`config.mk`:
```
export PLATFORM = sky130hd
export DESIGN_NAME = piso_shift_register
export DESIGN_NICKNAME = d
export VERILOG_FILES = /design/src/rtl/piso_pkg.sv /design/src/rtl/piso_bit_counter.sv /design/src/rtl/piso_shift_register.sv
export SDC_FILE = /design/constraint.sdc
export NUM_CORES = 1
export LEC_CHECK = 0
export ABC_CLOCK_PERIOD_IN_PS = 2200
export CAP_MARGIN = 40
export CELL_PAD_IN_SITES_DETAIL_PLACEMENT = 1
export CELL_PAD_IN_SITES_GLOBAL_PLACEMENT = 1
export CORE_MARGIN = 4
export CORE_UTILIZATION = 36
export DETAILED_ROUTE_END_ITERATION = 8
export GPL_TIMING_DRIVEN = 0
export HOLD_SLACK_MARGIN = 0.15
export PLACE_DENSITY_LB_ADDON = 0.15
export SLEW_MARGIN = 20
export SYNTH_ARGS = -nofsm -noshare
export SYNTH_HDL_FRONTEND = slang
export SYNTH_SLANG_ARGS = --single-unit
```
`constraint.sdc`:
```
create_clock -name clk -period 2.2 [get_ports clk]
set_input_delay 0.22 -clock clk [delete_from_list [all_inputs] [get_ports clk]]
set_output_delay 0.22 -clock clk [all_outputs]
set_load 0.02 [all_outputs]
```
`src/rtl/piso_pkg.sv`:
```
// piso_pkg: shared state encoding and counter sizing for the PISO shift register.
package piso_pkg;
  typedef enum logic {IDLE, SHIFT} state_t;
  function automatic int cnt_width(input int width);
    return $clog2(width + 1);
  endfunction
endpackage

```
`src/rtl/piso_bit_counter.sv`:
```
// piso_bit_counter: frame bit index, cleared on accept and saturating at max.
module piso_bit_counter #(
  parameter int CW = 3
) (
  input  logic          clk,
  input  logic          reset,
  input  logic          clear,
  input  logic          inc,
  input  logic [CW-1:0] max,
  output logic [CW-1:0] cnt,
  output logic          at_max
);
  logic [CW-1:0] cnt_q;
  assign cnt    = cnt_q;
  assign at_max = cnt_q == max;
  always_ff @(posedge clk or negedge reset) begin
    if (!reset) cnt_q <= '0;
    else if (clear) cnt_q <= '0;
    else if (inc && !at_max) cnt_q <= cnt_q + 1'b1;
  end
endmodule

```
`src/rtl/piso_shift_register.sv`:
```
// piso_shift_register: valid/ready loaded word sent one bit per clk with s_valid/s_last framing.
// Define PISO_PARITY_EN to append an even-parity bit after the data bits.
module piso_shift_register
  import piso_pkg::*;
#(
  parameter int WIDTH      = 4,
  parameter bit MSB_FIRST  = 1'b0,
  parameter bit IDLE_LEVEL = 1'b0
) (
  input  logic             clk,
  input  logic             reset,
  input  logic [WIDTH-1:0] p_in,
  input  logic             load_valid,
  output logic             load_ready,
  output logic             s_out,
  output logic             s_valid,
  output logic             s_last,
  output logic             busy
);
  localparam int CW = cnt_width(WIDTH);
`ifdef PISO_PARITY_EN
  localparam int NBITS = WIDTH + 1;
`else
  localparam int NBITS = WIDTH;
`endif
  state_t           state_q;
  logic [WIDTH-1:0] shreg_q, shreg_d;
  logic             s_out_q, s_valid_q, s_last_q;
  logic             head, next_bit_d, accept, at_max;
  logic [CW-1:0]    cnt;
  assign load_ready = (state_q == IDLE) || (state_q == SHIFT && at_max);
  assign accept     = load_valid && load_ready;
  assign busy       = state_q == SHIFT;
  assign s_out      = s_out_q;
  assign s_valid    = s_valid_q;
  assign s_last     = s_last_q;
  assign head       = MSB_FIRST ? shreg_q[WIDTH-1] : shreg_q[0];
  assign shreg_d    = MSB_FIRST ? {shreg_q[WIDTH-2:0], 1'b0} : {1'b0, shreg_q[WIDTH-1:1]};
`ifdef PISO_PARITY_EN
  logic par_q;
  assign next_bit_d = (cnt == CW'(WIDTH - 1)) ? par_q : head;
  always_ff @(posedge clk or negedge reset) begin
    if (!reset) par_q <= 1'b0;
    else if (accept) par_q <= ^p_in;
  end
`else
  assign next_bit_d = head;
`endif
  piso_bit_counter #(.CW(CW)) u_cnt (
    .clk   (clk),
    .reset (reset),
    .clear (accept),
    .inc   (state_q == SHIFT && !at_max),
    .max   (CW'(NBITS - 1)),
    .cnt   (cnt),
    .at_max(at_max)
  );
  // The first bit is registered at accept, so shreg_q holds only the bits still to send.
  always_ff @(posedge clk or negedge reset) begin
    if (!reset) begin
      state_q   <= IDLE;
      shreg_q   <= '0;
      s_out_q   <= IDLE_LEVEL;
      s_valid_q <= 1'b0;
      s_last_q  <= 1'b0;
    end else if (accept) begin
      state_q   <= SHIFT;
      shreg_q   <= MSB_FIRST ? p_in << 1 : p_in >> 1;
      s_out_q   <= MSB_FIRST ? p_in[WIDTH-1] : p_in[0];
      s_valid_q <= 1'b1;
      s_last_q  <= 1'b0;
    end else if (state_q == SHIFT && !at_max) begin
      shreg_q   <= shreg_d;
      s_out_q   <= next_bit_d;
      s_last_q  <= cnt == CW'(NBITS - 2);
    end else if (state_q == SHIFT) begin
      state_q   <= IDLE;
      s_out_q   <= IDLE_LEVEL;
      s_valid_q <= 1'b0;
      s_last_q  <= 1'b0;
    end
  end
endmodule

```
==> impl_metrics.ini <==
[clock_network]
cts_root_buffer = clkbuf_4
numCtsBuffers = 3
clock-sinks = 10
htree_levels = 1
clk_latency_ns = 0.28
cts_tree = yes
clockBufferDepth = 2
clk_pin_slew_ns = 0.07

[logic_synthesis]
synth_cell_types = 19
synth_top_family_by_area = multiplexers
synth_area_leaders = dfrtp_1 48%, ha_1 7.2%, nand2b_2 6.8%
synth.avg_cell_area_um2 = 13.3
syn-cell-area_um2 = 518
yosysWarnings = 0
yosys.area_share.simple = 0.143
synth_top_area_frac = 0.483
synth_mux_area_frac = 0.181
synth_fa_ha_area_frac = 0.0725
synth_top_area_cell = dfrtp_1
synthCells = 39
syn-num-nets = 49
synth_compound_area_frac = 0.0700
ys_seq_area_frac = 0.483
synth_xor_area_frac = 0
ys_ff_latch = 10

[timing]
final_hold_viol_count = 0
finalClockSkew_ns = 0.00663
fin_setup_tns_ns = 0
finalCritPeriodShare = 0.922
slew_headroom = 0.692
tightest_slew_ns = 0.460
slew_violations = 0
rsz0062_at_grt = false
whs_ns = 0.255
period_needed_ns = 2.03
fmax_mhz = 493
final-setup-viol-count = 0

[layout]
num-nets-final = 65
layout_common_cells = 10 x dfrtp_1, 10 x clkdlybuf4s50_1, 4 x nand2b_2
fillCellCount = 143
antenna_cells = 0
stdcell_count = 69
final_core_util = 0.511
area_growth_pct = 31.6
drive_gt1_frac = 0.278

[setup_path]
crit_slowest_cell = dfrtp_1
path_cells = ha_1 > ha_1 > nand2b_1 > buf_4 > dlygate4sd2_1
start_kind = flop
rr_worst_depth = 5
crit_fanout = 10
required_ns = 1.98
crit_top_cell = ha_1
slowest_delay_ns = 0.42
rr_endpoint = shreg_q[0]
cp_data_arrival_time_ns = 1.81
end_kind = output pin
criticalPathCategory = flop to output pin
reg2reg_setup_slack_ns = 0.57
r2r-start = u_cnt.cnt[0]

[pwr]
p_seq_frac = 0.352
internal-power_uw = 585
combPwrFrac = 0.458
vdd_drop_max_mv = 0.535
leakagePower_nw = 0.314
power_switching_uw = 327
switching_share = 0.359
p_clk_frac = 0.190
power.density_nw_per_um2 = 1340

[detailed_routing]
drt_first_pass_iters = 2
vias = 356
final_antenna_net_count = 0
finalWirelength_um = 1090
drc = 0
drt-wirelength-per-cell_um = 15.8
drtIter0Drc = 1
viasPerCell = 5.16

[global_routing]
antenna_found_initial = 0
use_met3 = 0.0593
grt_max_degree = 11
grt_use_met1 = 0.133
use_met2 = 0.214
grt_pass1_vias = 439
grt_most_used_layer = met2
grt-ovfl-total = 0
grt_usage = 0.138
grt_first_pass_wirelength_um = 1840

[floorplanning]
die_h_um = 45.9
num_rows = 13
dieArea_um2 = 2110
io_pins = 12
coreArea_um2 = 1330
initial_core_util = 0.388
die_w_um = 45.9

[outcome]
outcome = finished clean

[placement]
place_inst = 65
io_buffers = 11
place.gp.congestion = 0.712

[hold_path]
hold_class = input port to async pin

[run]
max-cap-violations = 0
[cell usage after synthesis]
cell       instances
buf_4              1
buf_6              1
o2bb2ai_1          1
ha_1               3
inv_1              2
nor2_1             1
o22a_2             1
mux2_1             1
and3b_1            1
mux2i_1            3
nand2b_1           2
dfrtp_1           10
nand2b_2           4
a311o_1            1
and2_1             1
mux2_4             2
nor3b_1            1
mux2_2             2
a21boi_0           1
[flip-flops by register name, indices dropped and copies added (netlist names)]
| signal | cells |
|---|---|
| busy | 1 |
| s_last | 1 |
| s_out | 1 |
| shreg_q | 3 |
| s_valid | 1 |
| u_cnt.cnt | 3 |
[area by class of cell]
cell class | count | area [µm²] | share of cell area
Buffer | 2 | 18.8 | 0.0275
Clock buffer | 4 | 36.3 | 0.0532
Inverter | 2 | 7.51 | 0.0110
Multi-Input combinational cell | 25 | 241 | 0.354
Sequential cell | 10 | 250 | 0.367
Tap cell | 15 | 18.8 | 0.0275
Timing Repair Buffer | 11 | 109 | 0.160
[power groups by stage]
| stage | clock (mW) | sequential [mW] | combinational (mW) |
|---|---|---|---|
| floorplan | 0 | 0.353 | 0.245 |
| global placement | 0 | 0.318 | 0.409 |
| detailed placement | 0 | 0.326 | 0.434 |
| CTS | 0.180 | 0.323 | 0.428 |
| global route | 0.191 | 0.335 | 0.458 |
| finish | 0.173 | 0.321 | 0.417 |
[critical path, delay by kind of cell, from the launching register on]
family | cells | cell delay, ns
flip-flops | 1 | 0.42
AND/OR/NAND/NOR | 1 | 0.17
buffers and inverters | 2 | 0.52
adder cells (fa/ha/maj) | 2 | 0.41
[cells by family after synthesis]
| family | after synthesis |
|---|---|
| AND/OR/NAND/NOR | 10 |
| flip-flops | 10 |
| buffers and inverters | 4 |
| adder cells (fa/ha/maj) | 3 |
| multiplexers | 8 |
| AO/OA/AOI/OAI | 4 |
[how the worst max path moves through the flow]
stage,endpoint,slack (ns),cells past startpoint,from
CTS,load_ready,0.14,5,u_cnt.cnt[0]
global route,load_ready,0.1,5,u_cnt.cnt[0]
floorplan,shreg_q[0],0.65,5,u_cnt.cnt[0]
detailed placement,load_ready,0.24,5,u_cnt.cnt[0]
finish,load_ready,0.17,5,u_cnt.cnt[0]
global placement,load_ready,0.28,5,u_cnt.cnt[0]
[metrics by stage]
| stage | setup WS (ns) | power [mW] | cell area [µm²] |
|---|---|---|---|
| 4_1_cts | 0.144 | 0.931 | 682 |
| 6_report | 0.171 | 0.912 | 682 |
| 5_1_grt | 0.0978 | 0.984 | 682 |
| 2_1_floorplan | 0.647 | 0.598 | 518 |
| 3_3_place_gp | 0.281 | 0.727 | 647 |
| 3_5_place_dp | 0.240 | 0.760 | 647 |
[per-layer routing]
metal	share of wire	vias up	routed length, µm
li1	-	165	-
met3	0.071	4	77
met4	0.044	0	48
met5	0	-	0
met1	0.40	174	438
met2	0.48	13	526
[repair_timing]
item / in CTS / in global routing
buffers inserted: 0 / 0
hold buffers: 0 / 0
setup endpoints to repair: 1 / 0
gates resized for setup: 1 / 0
Power figures use the tool's default switching activity.
